<file path="src/rtl/prbs_pkg.sv">
// Shared definitions for the PRBS-15 checker: state encoding, taps and helper functions.
package prbs_pkg;

  typedef enum logic [1:0] {
    SEED   = 2'd0,
    VERIFY = 2'd1,
    LOCKED = 2'd2
  } prbs_state_e;

  // x^15 + x^14 + 1: new bit is s[14] ^ s[13]
  localparam int unsigned PRBS15_TAP_HI = 14;
  localparam int unsigned PRBS15_TAP_LO = 13;

  typedef struct packed {
    logic [14:0] state;
    logic [7:0]  data;
  } prbs_step_t;

  // Advance eight bit-steps; the first generated bit lands in data[7].
  function automatic prbs_step_t prbs15_next(input logic [14:0] s);
    prbs_step_t r;
    logic       b;
    r.state = s;
    r.data  = '0;
    for (int i = 0; i < 8; i++) begin
      b       = r.state[PRBS15_TAP_HI] ^ r.state[PRBS15_TAP_LO];
      r.state = {r.state[13:0], b};
      r.data  = {r.data[6:0], b};
    end
    return r;
  endfunction

  function automatic logic [3:0] popcount8(input logic [7:0] v);
    logic [3:0] c;
    c = '0;
    for (int i = 0; i < 8; i++) begin
      c = c + {3'd0, v[i]};
    end
    return c;
  endfunction

endpackage

</file>
<file path="src/rtl/prbs_err_window.sv">
// Sliding error window: counts errored bytes per WIN_LEN accepted bytes and flags loss of lock.
module prbs_err_window
  import prbs_pkg::*;
#(
  parameter int unsigned WIN_LEN    = 64,
  parameter int unsigned ERR_THRESH = 4
) (
  input  logic CLK,
  input  logic RSTn,
  input  logic step,
  input  logic err,
  input  logic flush,
  output logic loss,
  output logic wrap
);

  localparam int unsigned PW = $clog2(WIN_LEN);
  localparam int unsigned EW = $clog2(WIN_LEN + 1);

  logic [PW-1:0] pos_q, pos_d;
  logic [EW-1:0] errs_q, errs_d, errs_sum;

  // The current byte's error is folded in before any wrap reset.
  assign errs_sum = errs_q + EW'(err);
  assign wrap     = step && (pos_q == PW'(WIN_LEN - 1));
  assign loss     = step && err && (errs_sum >= EW'(ERR_THRESH));

  always_comb begin
    pos_d  = pos_q;
    errs_d = errs_q;
    if (flush) begin
      pos_d  = '0;
      errs_d = '0;
    end else if (step) begin
      pos_d  = pos_q + PW'(1);
      errs_d = wrap ? '0 : errs_sum;
    end
  end

  always_ff @(posedge CLK or negedge RSTn) begin
    if (!RSTn) begin
      pos_q  <= '0;
      errs_q <= '0;
    end else begin
      pos_q  <= pos_d;
      errs_q <= errs_d;
    end
  end

endmodule

</file>
<file path="config.mk">
export PLATFORM = sky130hd
export DESIGN_NAME = prbs_err_window
export DESIGN_NICKNAME = d
export VERILOG_FILES = /design/src/rtl/prbs_pkg.sv /design/src/rtl/prbs_err_window.sv
export SDC_FILE = /design/constraint.sdc
export NUM_CORES = 1
export LEC_CHECK = 0
export ABC_AREA = 1
export CAP_MARGIN = 10
export CORE_MARGIN = 3
export CORE_UTILIZATION = 45
export DETAILED_ROUTE_END_ITERATION = 8
export HOLD_SLACK_MARGIN = 0.06
export PLACE_DENSITY = 0.72
export SETUP_SLACK_MARGIN = 0.5
export SLEW_MARGIN = 20
export SYNTH_ARGS = -nofsm -noshare
export SYNTH_HDL_FRONTEND = slang
export SYNTH_SLANG_ARGS = --single-unit
</file>
<file path="constraint.sdc">
create_clock -name CLK -period 2.25 [get_ports CLK]
set_input_delay 0.225 -clock CLK [delete_from_list [all_inputs] [get_ports CLK]]
set_output_delay 0.225 -clock CLK [all_outputs]
set_load 0.02 [all_outputs]
</file>
=== Word level (Yosys, flattened, before mapping) ===
Index checks and enable logic that the tools add are counted.

* Register bits: 13
* Latch bits: 0
* RAM bits: 0
* Bits in read-only memories: 0
* Input bits: 5
* Output and inout bits: 2
* Logic and storage cells: 15
* Memories: 0

* Add/sub/neg operators: 2
* $mul: 0
* Div/mod/pow operators: 0
* $lt $le $gt $ge: 1
* Eq/ne operators: 1
* Shifts and indexed selects: 0
* Mux-type cells: 5
* Bitwise logic cells: 0
* Reduce and logical (&&, ||, !) cells: 4

{| class="wikitable"
|+ Operators by type and width
! kind !! number
|-
| $mux W7 || 3
|-
| $mux W6 || 2
|-
| $add A7 B1 Y7 || 1
|-
| $ge A7 B3 Y1 const B || 1
|-
| $add A6 B1 Y6 const B || 1
|-
| $eq A6 B6 Y1 const B || 1
|-
| $logic_and A1 B1 Y1 || 3
|-
| $reduce_bool A2 Y1 || 1
|}

=== Depth between registers and ports, before layout ===
* Word-level depth: 5
* Gate-level depth with buffers: 10
* Mapped depth without buffers: 10

=== Worst setup path after synthesis ===
Ideal clock, no wire load.

* Path kind: flip-flop to output port
* Start point: reg errs_q[0]
* End point: out loss
* Data arrival time: 1374 ps
* Data required time: 2025 ps
* Slack: 651 ps
* Cell stages (with the launch flop): 10
* Path buffers: 0
* Cell sequence: dfrtp_1 -> ha_1 -> ha_1 -> nand2_2 -> inv_2 -> nor2_1 -> nor2_1 -> nand2_1 -> nor2_1 -> nor2_1

* Longest elaborated chain between the ends: 3

{| class="wikitable"
|+ Ends and longest elaborated chain
! element !! line !! RTL
|-
| from (decl) || prbs_err_window.sv:21 || <nowiki>logic [EW-1:0] errs_q, errs_d, errs_sum;</nowiki>
|-
| from (signal assigned) || prbs_err_window.sv:46 || <nowiki>errs_q <= errs_d;</nowiki>
|-
| $add A7 B1 Y7 || prbs_err_window.sv:24 || <nowiki>assign errs_sum = errs_q + EW'(err);</nowiki>
|-
| $ge A7 B3 Y1 || prbs_err_window.sv:26 || <nowiki>assign loss = step && err && (errs_sum >= EW'(ERR_THRESH));</nowiki>
|-
| $logic_and A1 B1 Y1 || prbs_err_window.sv:26 ||
|-
| to (decl) || prbs_err_window.sv:13 || <nowiki>output logic loss,</nowiki>
|}

No other way between the ends.

=== Worst setup path in the final report ===
Ends and elaborated chain as after synthesis.

==> flow_summary.json <==
{
  "yosys.area_share.simple": 0.337,
  "dp_worst_setup_slack_ns": -0.209,
  "synth_cell_types": 21,
  "grt-ovfl-total": 0,
  "rows": 14,
  "final_cell_mix": "23 x nand2_1, 13 x dfrtp_1, 11 x nor2_1, 10 x inv_1, 10 x buf_4",
  "setup_viol": 0,
  "reg2reg_to": "errs_q[6]",
  "timing.hold.ws_ns": 0.318,
  "multi_input_area_um2": 429,
  "antenna_found_initial": 0,
  "nFillCells": 136,
  "coreArea_um2": 1560,
  "peakVddDrop_mv": 0.417,
  "synthAdderAreaFrac": 0.0491,
  "synthXorXnorAreaFrac": 0,
  "drv_cap": 0,
  "chipWidth_um": 47.2,
  "grt_usage": 0.172,
  "routed_via_density": 5.34,
  "fin_crit_ns": 1.94,
  "crit_end": "loss",
  "start_kind": "flip-flop",
  "synth_compound_area_frac": 0.108,
  "hold_viol": 0,
  "finish.utilization": 0.628,
  "grt_start_max_net_pins": 14,
  "drt_iter0_drc": 19,
  "crit_fanout": 3,
  "cts.path.max_buffers": 2,
  "hpwlAfterDp_um": 1160,
  "r2r_setup_slack_ns": 0.76,
  "diodes": 0,
  "top_layer": "met4",
  "yosys.area.top_type_share": 0.426,
  "register_area_um2": 325,
  "wl_met2_um": 840,
  "avgRoutedWirePerCell_um": 13.0,
  "cp.required_ns": 2.03,
  "synth_top_family_by_area": "simple AND/OR/NAND/NOR gates",
  "leakagePower_nw": 0.494,
  "die_y_um": 47.2,
  "critPathLaunch": "errs_q[0]",
  "num_vias": 710,
  "critical_path_class": "flip-flop to output port",
  "r2r-start": "errs_q[0]",
  "final_nets": 126,
  "worst_pin_slew_ns": 0.613,
  "root_buffer": "clkbuf_4",
  "io_pins": 7,
  "io_buffers": 6,
  "synthCells": 99,
  "cellPowerDensity_nw_per_um2": 553,
  "area_delta_synth_final_pct": 28.0,
  "initial_core_util": 0.490,
  "synth_area_leaders": "dfrtp_1 43%, nand2_1 13%, nor2_1 5.9%",
  "fmax_ghz": 0.516,
  "drv_slew": 0,
  "crit_arrival_ns": 1.71,
  "min_path_type": "input port to async pin",
  "cts-hold-fix-buffers": 0,
  "clk_pin_slew_ns": 0.08,
  "insertion_delay_ns": 0.28,
  "endpoint_kind": "output port",
  "htreeDepth": 1,
  "syn_area_um2": 764,
  "place_area_um2": 882,
  "fin_skew_ns": 0.00316,
  "layout_setup_ws_ns": 0.314,
  "outcome": "finished, final reports clean",
  "ant_nets": 0,
  "cts_buffers": 3,
  "ys_warn_count": 0,
  "clkSinkCount": 13,
  "final_common_cell": "nand2_1",
  "maxSlewHeadroom": 0.590,
  "dr.pass1.iters": 4,
  "dp_cells": 126,
  "ys_seq_area_frac": 0.426,
  "grt_pass1_vias": 596,
  "routedLengthMet1_um": 796,
  "tritoncts": "yes",
  "rsz0062_at_grt": "yes",
  "post-route-period-util": 0.861,
  "dieArea_um2": 2230,
  "ys_ff_latch": 13,
  "final_cells": 133,
  "fin_area_um2": 978,
  "wl_met3_um": 58,
  "wirelength_um": 1730,
  "synth.area.mux_share": 0,
  "synth_nets": 107,
  "p_total_mw": 0.541,
  "gp_congestion": 0.829,
  "final.setup.tns_ns": 0,
  "remaining_drc_errors": 0,
  "avgSynthCellArea_um2": 7.72,
  "rr_worst_depth": 10,
  "synth_area_leader_cell": "dfrtp_1",
  "grt_pass1_wl_um": 2590,
  "drive_gt1_frac": 0.291
}
[state kept, by name, indices dropped and copies added (netlist names)]
register,count
pos_q,6
errs_q,7
[report_power, final]
part | internal (mW) | switching, mW
registers | 0.251 | 0.0154
logic | 0.0580 | 0.0667
clock network | 0.0689 | 0.0814
total | 0.378 | 0.163
[critical path, stage by stage, from the launching register on]
cell     delay, ns
dfrtp_1       0.39
ha_2          0.21
ha_4          0.18
nand2_4       0.10
nor2_4        0.04
nand2_1       0.05
nand2_1       0.05
nand2_2       0.08
nand2_2       0.05
nor2_1        0.08
nor2_1        0.05
buf_4         0.15
[how the worst min path moves through the flow]
stage | start | cells after the start | endpoint
floorplan | RSTn | 0 | errs_q[0]
global placement | errs_q[0] | 2 | errs_q[0]
detailed placement | pos_q[4] | 2 | pos_q[4]
CTS | RSTn | 1 | errs_q[6]
global route | RSTn | 1 | pos_q[2]
finish | RSTn | 1 | errs_q[4]
[layer usage]
layer,GRT usage,vias up
met5,0,-
met4,0.0994,0
met3,0.0575,5
met2,0.238,13
met1,0.232,334
li1,-,358
[logic make-up (layout without fill, tap and decap cells)]
family | after synthesis | count (layout)
buffers and inverters | 15 | 33
adders and majority gates | 3 | 3
DFF | 13 | 13
AOI/OAI and AO/OA | 14 | 14
and+or+nand+nor | 54 | 54
[synthesized netlist by cell type]
cell type,number
nor2_1,12
o31ai_1,1
inv_1,10
nand2_2,2
nor2_8,1
inv_6,1
nor2_4,1
o21ai_0,2
o22ai_1,3
nand2_1,26
o21ai_1,4
inv_2,4
nor2_2,1
a22o_1,1
o21bai_1,1
a21oi_1,2
nand4_1,3
nand2_4,1
ha_1,3
dfrtp_1,13
nand3_1,7
[final cells by class]
cell class / instances / area share
multi-input combinational: 71 / 0.439
inverter: 15 / 0.0652
tap: 16 / 0.0205
sequential: 13 / 0.332
timing repair buffer: 14 / 0.116
clock buffer: 4 / 0.0269
[repair_timing]
action,in CTS,in global routing
setup buffers,2,1
setup endpoints to repair,2,2
resized for setup,16,9
pin swaps,5,5
Note: power is estimated with default switching activity, not from simulation.
